--- src/rtl/alu_cmd_issuer.sv ---
`default_nettype none
// ============================================================================
// Module   : alu_cmd_issuer
// Purpose  : Issues commands to a 16-bit ALU, captures Result/Status after one
//            settle cycle and returns tagged responses, tracking the carry flag.
// Revision : 1.0
// ============================================================================
module alu_cmd_issuer #(
  parameter int WIDTH = 16,
  parameter int OPW   = 5,
  parameter int FLAGW = 6,
  parameter int TAGW  = 8
) (
  input  logic             clk,
  input  logic             rst,
  input  logic             cmd_valid,
  output logic             cmd_ready,
  input  logic [WIDTH-1:0] cmd_a,
  input  logic [WIDTH-1:0] cmd_b,
  input  logic [OPW-1:0]   cmd_op,
  input  logic             cmd_use_cf,
  input  logic             cmd_cin,
  output logic [WIDTH-1:0] alu_a,
  output logic [WIDTH-1:0] alu_b,
  output logic [OPW-1:0]   alu_f,
  output logic             alu_cin,
  input  logic [WIDTH-1:0] alu_result,
  input  logic [FLAGW-1:0] alu_status,
  output logic             rsp_valid,
  input  logic             rsp_ready,
  output logic [WIDTH-1:0] rsp_result,
  output logic [FLAGW-1:0] rsp_status,
  output logic             rsp_illegal,
  output logic [TAGW-1:0]  rsp_tag,
  output logic             cf_q,
  input  logic             cf_clr
);

  localparam logic [1:0] S_IDLE  = 2'd0;
  localparam logic [1:0] S_DRIVE = 2'd1;
  localparam logic [1:0] S_RESP  = 2'd2;

  logic [1:0]       state_q, state_d;
  logic             rdy_en_q;
  logic             accept;
  logic             capture;
  logic             rsp_hs;

  logic [WIDTH-1:0] alu_a_q, alu_a_d;
  logic [WIDTH-1:0] alu_b_q, alu_b_d;
  logic [OPW-1:0]   alu_f_q, alu_f_d;
  logic             alu_cin_q, alu_cin_d;
  logic [WIDTH-1:0] rsp_result_q, rsp_result_d;
  logic [FLAGW-1:0] rsp_status_q, rsp_status_d;
  logic             rsp_illegal_q, rsp_illegal_d;
  logic [TAGW-1:0]  tag_q, tag_d;
  logic             cf_d;
  logic             op_bad;

  function automatic logic op_illegal(input logic [OPW-1:0] op);
    logic [31:0] v;
    v = 32'(op);
    return (v == 32'd0) || (v == 32'd2) ||
           ((v >= 32'd12) && (v <= 32'd15)) || (v >= 32'd24);
  endfunction

  // State register; rdy_en_q holds cmd_ready low for the first cycle after reset
  always_ff @(posedge clk) begin
    if (rst) begin
      state_q  <= S_IDLE;
      rdy_en_q <= 1'b0;
    end else begin
      state_q  <= state_d;
      rdy_en_q <= 1'b1;
    end
  end

  always_comb begin
    state_d = state_q;
    case (state_q)
      S_IDLE:  if (accept) state_d = S_DRIVE;
      S_DRIVE: state_d = S_RESP;
      S_RESP:  if (rsp_ready) state_d = accept ? S_DRIVE : S_IDLE;
      default: state_d = S_IDLE;
    endcase
  end

  always_comb begin
    cmd_ready = 1'b0;
    rsp_valid = 1'b0;
    capture   = 1'b0;
    rsp_hs    = 1'b0;
    case (state_q)
      S_IDLE:  cmd_ready = rdy_en_q & ~rst;
      S_DRIVE: capture = 1'b1;
      S_RESP: begin
        rsp_valid = 1'b1;
        cmd_ready = rsp_ready & ~rst;
        rsp_hs    = rsp_ready;
      end
      default: ;
    endcase
  end

  assign accept = cmd_valid & cmd_ready;
  assign op_bad = op_illegal(alu_f_q);

  always_comb begin
    alu_a_d       = alu_a_q;
    alu_b_d       = alu_b_q;
    alu_f_d       = alu_f_q;
    alu_cin_d     = alu_cin_q;
    rsp_result_d  = rsp_result_q;
    rsp_status_d  = rsp_status_q;
    rsp_illegal_d = rsp_illegal_q;
    cf_d          = cf_q;
    tag_d         = tag_q;
    if (accept) begin
      alu_a_d   = cmd_a;
      alu_b_d   = cmd_b;
      alu_f_d   = cmd_op;
      alu_cin_d = cmd_use_cf ? cf_q : cmd_cin;
    end
    if (capture) begin
      rsp_result_d  = alu_result;
      rsp_status_d  = alu_status;
      rsp_illegal_d = op_bad;
      if (!op_bad) cf_d = alu_status[0];
    end
    // An explicit clear overrides a carry captured on the same edge
    if (cf_clr) cf_d = 1'b0;
    if (rsp_hs) tag_d = tag_q + TAGW'(1);
  end

  always_ff @(posedge clk) begin
    if (rst) begin
      alu_a_q       <= '0;
      alu_b_q       <= '0;
      alu_f_q       <= '0;
      alu_cin_q     <= 1'b0;
      rsp_result_q  <= '0;
      rsp_status_q  <= '0;
      rsp_illegal_q <= 1'b0;
      tag_q         <= '0;
      cf_q          <= 1'b0;
    end else begin
      alu_a_q       <= alu_a_d;
      alu_b_q       <= alu_b_d;
      alu_f_q       <= alu_f_d;
      alu_cin_q     <= alu_cin_d;
      rsp_result_q  <= rsp_result_d;
      rsp_status_q  <= rsp_status_d;
      rsp_illegal_q <= rsp_illegal_d;
      tag_q         <= tag_d;
      cf_q          <= cf_d;
    end
  end

  assign alu_a       = alu_a_q;
  assign alu_b       = alu_b_q;
  assign alu_f       = alu_f_q;
  assign alu_cin     = alu_cin_q;
  assign rsp_result  = rsp_result_q;
  assign rsp_status  = rsp_status_q;
  assign rsp_illegal = rsp_illegal_q;
  assign rsp_tag     = tag_q;

endmodule
`default_nettype wire

--- config.mk ---
export PLATFORM = sky130hd
export DESIGN_NAME = alu_cmd_issuer
export DESIGN_NICKNAME = d
export VERILOG_FILES = /design/src/rtl/alu_cmd_issuer.sv
export SDC_FILE = /design/constraint.sdc
export NUM_CORES = 1
export LEC_CHECK = 0
export ABC_AREA = 1
export BUFFER_PORTS_ARGS = -buffer_cell sky130_fd_sc_hd__buf_2
export CAP_MARGIN = 20
export CORE_ASPECT_RATIO = 1.75
export CORE_UTILIZATION = 41
export CTS_BUF_LIST = sky130_fd_sc_hd__clkbuf_4 sky130_fd_sc_hd__clkbuf_8 sky130_fd_sc_hd__clkbuf_16
export DETAILED_ROUTE_END_ITERATION = 10
export GPL_TIMING_DRIVEN = 0
export PLACE_DENSITY = 0.75
export SLEW_MARGIN = 20
export SYNTH_ARGS = -nofsm -noshare
export SYNTH_HDL_FRONTEND = slang
export SYNTH_SLANG_ARGS = --single-unit
--- constraint.sdc ---
create_clock -name clk -period 1.15 [get_ports clk]
set_clock_uncertainty 0.05 [all_clocks]
set_input_delay 0.1725 -clock clk [delete_from_list [all_inputs] [get_ports clk]]
set_output_delay 0.1725 -clock clk [all_outputs]
set_load 0.02 [all_outputs]
==> flow_summary_export.csv <==
group,metric,value,unit
status,status,"finished with violations",
status,violations,"setup timing",
synth,synth-seq-cells,73,
global_routing,grt_max_degree,13,
timing,slew_headroom,64.92,%
setup_path,crit_chain,"nand3_2 -> and3_1 -> buf_6",
pwr,finalPower,6.396,mW
route,wl_per_cell,12.49,um
route,viasPerCell,4.596,
timing,period_share,120.4,%
setup_path,max_stage_delay,0.39,ns
floorplan,die_w,65.26,um
finish,final_nets,653,
finish,syn2layout_area_growth,61.35,%
place,dp_cells,638,
route,route.detailed.drc,0,
route,drtPass1Iterations,6,
synth,syn_area,2872,um^2
hold_path,hold_end,"alu_a[0]$_SDFFE_PP0P_",
setup_path,rrSetupSlack,-0.22,ns
pwr,ir_drop,1.298,mV
floorplan,die-height,112.7,um
finish,drive_gt1_share,46.19,%
synth,yosys-top-cells-count,"nor2_1, nand2_1, dfxtp_1, inv_1, o21ai_0",
setup_path,rr_worst_depth,9,
floorplan,start_util,42.19,%
timing,fmax,0.7224,GHz
clock_tree,clkSinkCount,73,
setup_path,arrival,1.16,ns
floorplan,dieArea,7355,um^2
floorplan,rows,40,
clock_tree,htreeDepth,3,
timing,rsz0062_at_grt,"true",
place,hpwl,5.428,mm
clock_tree,cts_tree,"built",
synth,synth_sequential_area_ratio,50.89,%
route,postRouteAntennaNets,0,
timing,setup_slack,-0.2344,ns
pwr,power.leakage,2.460,nW
synth,synth_area_leader_cell,"dfxtp_1",
hold_path,hold_path.class,"in -> reg",
setup_path,crit_path_end_kind,"output port",
floorplan,core,6807,um^2
place,placed_cell_area,3691,um^2
setup_path,cp-start-kind,"flop",
timing,holdWs,0.003224,ns
place,port_buffers,136,
finish,stdcell_count,675,
finish,fin_area,4633,um^2
global_routing,grt_use_met3,8.266,%
finish,diodes,0,
setup_path,crit_type,"reg -> out",
timing,report.final.hold_viol_count,0,
synth,synth_area_per_cell,6.870,um^2
timing,final.setup.tns,-12.18,ns
setup_path,rr_endpoint,"alu_b[6]$_SDFFE_PP0P_",
run,maxCapViolCount,0,
global_routing,top_usage_layer,"met2",
floorplan,ios,138,
route,drtIter0Drc,126,
timing,slew_viol_final,0,
synth,synth_top_cell_area_share,50.89,%
place,place_congestion,0.8109,
clock_tree,clkTransAtPathRegs,0.05,ns
place,dp_worst_setup_slack,-0.3004,ns
timing,worstMarginPinSlew,0.5262,ns
synth,synth_edf_count,0,
global_routing,grt_pass1_wl,13.35,mm
route,wl,8.432,mm
synth,synth_area_leaders,"dfxtp_1, nor2_1, nand2_1",
synth,synthFlopType,"dfxtp_1",
synth,postSynth.asyncResetShare,0,%
setup_path,critPathSlowestCell,"dfxtp_4",
global_routing,use_met2,41.92,%
clock_tree,cts_root_buffer,"clkbuf_16",
setup_path,cp_max_fo,4,
global_routing,grt_remaining_overflow,0,
timing,setup_viol,72,
global_routing,gr-usage-all-layers,24.03,%
synth,synth.net_count,485,
hold_path,holdPathStages,3,
hold_path,min_from,"cmd_a[0]",
pwr,powerDensity,1381,nW/um^2
timing,min_period,1.384,ns
route,vias,3102,
setup_path,rr_startpoint,"state_q[0]$_SDFFE_PP0P_",
synth,synthCells,418,
finish,fin_util,68.07,%
clock_tree,clk_latency,0.34,ns
clock_tree,numCtsBuffers,9,
synth,synth_most_common_cell,"nor2_1",
global_routing,antenna_found_initial,0,
global_routing,grt_use_met1,24.06,%
global_routing,grt_pass1_vias,2987,
clock_tree,clockBufferDepth,2,
synth,synth_cell_type_count,20,
setup_path,crit_required,0.93,ns
synth,yosys_warnings,0,
layer usage:
layer | vias up | wire length [um] | share of wire [%]
li1 | 1587 | - | -
met1 | 1393 | 3091 | 37
met2 | 100 | 4548 | 54
met3 | 22 | 520 | 6.2
met4 | 0 | 271 | 3.2
met5 | - | 0 | 0
worst max-delay path: cells and delay by family, from the launching register on:
kind          cells  cell delay, ns
flops             1            0.39
simple gates      2            0.31
buf+inv           1            0.13
where the power goes:
group	internal (mW)	switching (mW)
sequential	2.66	0.0748
combinational	0.429	0.602
clock	1.56	1.06
total	4.66	1.74
area by class of cell:
type                            count  area, um^2
Clock buffer                       11       252.7
Clock inverter                      5       30.03
Timing Repair Buffer              157       954.7
Tap cell                           84       105.1
Inverter                           53       206.4
Fill cell                         594        2173
Multi-Input combinational cell    272        1434
Buffer                             20       175.2
Sequential cell                    73        1475
flip-flops by register name, summed over array words and instances, names as in the netlist:
name         flops
alu_a           16
alu_b           16
alu_cin          1
alu_f            5
cf_q             1
rdy_en_q         1
rsp_illegal      1
rsp_result      16
rsp_status       6
rsp_tag          8
state_q          2
cell usage in the layout, fill, tap and decap left out, types with 6 or more instances in the layout:
| cell | count |
|---|---|
| a21oi_1 | 6 |
| nand2_1 | 78 |
| inv_1 | 50 |
| buf_6 | 14 |
| o21ai_0 | 13 |
| buf_4 | 9 |
| dfxtp_1 | 64 |
| nand2_2 | 13 |
| nor2_2 | 30 |
| dfxtp_2 | 8 |
| clkbuf_16 | 9 |
| buf_2 | 135 |
| nor2_4 | 20 |
| buf_8 | 8 |
| nor2_1 | 80 |
| o21ai_1 | 6 |
repair_timing:
item,in CTS,in global routing
setup buffers,11,2
pin swaps,13,16
hold buffers,3,0
setup endpoints to repair,71,80
cloned,5,0
resized for setup,88,72
endpoints found under the hold margin,3,0
worst max path at each step:
stage                            start                     end  slack, ns  cells past startpoint
6_report       state_q[1]$_SDFFE_PP0P_               cmd_ready      -0.23                      3
5_1_grt        state_q[0]$_SDFFE_PP0P_  alu_b[15]$_SDFFE_PP0P_      -0.32                     10
4_1_cts        state_q[0]$_SDFFE_PP0P_               cmd_ready      -0.22                      5
3_5_place_dp   state_q[0]$_SDFFE_PP0P_   alu_b[9]$_SDFFE_PP0P_      -0.30                      7
3_3_place_gp   state_q[0]$_SDFFE_PP0P_   alu_b[9]$_SDFFE_PP0P_      -0.27                      7
2_1_floorplan  state_q[0]$_SDFFE_PP0P_   alu_a[0]$_SDFFE_PP0P_      -0.06                      7
cell families (layout without fill, tap and decap cells):
kind of cell / count (synthesis) / after routing / synth area share [%]
fa+ha+maj: 1 / 1 / 0.4357
compound gates: 33 / 33 / 5.926
simple gates: 236 / 236 / 31.68
buf+inv: 73 / 246 / 10.37
flops: 73 / 73 / 50.89
mux: 1 / 1 / 0.3921
xor+xnor: 1 / 1 / 0.3051
Power figures use the tool's default switching activity.
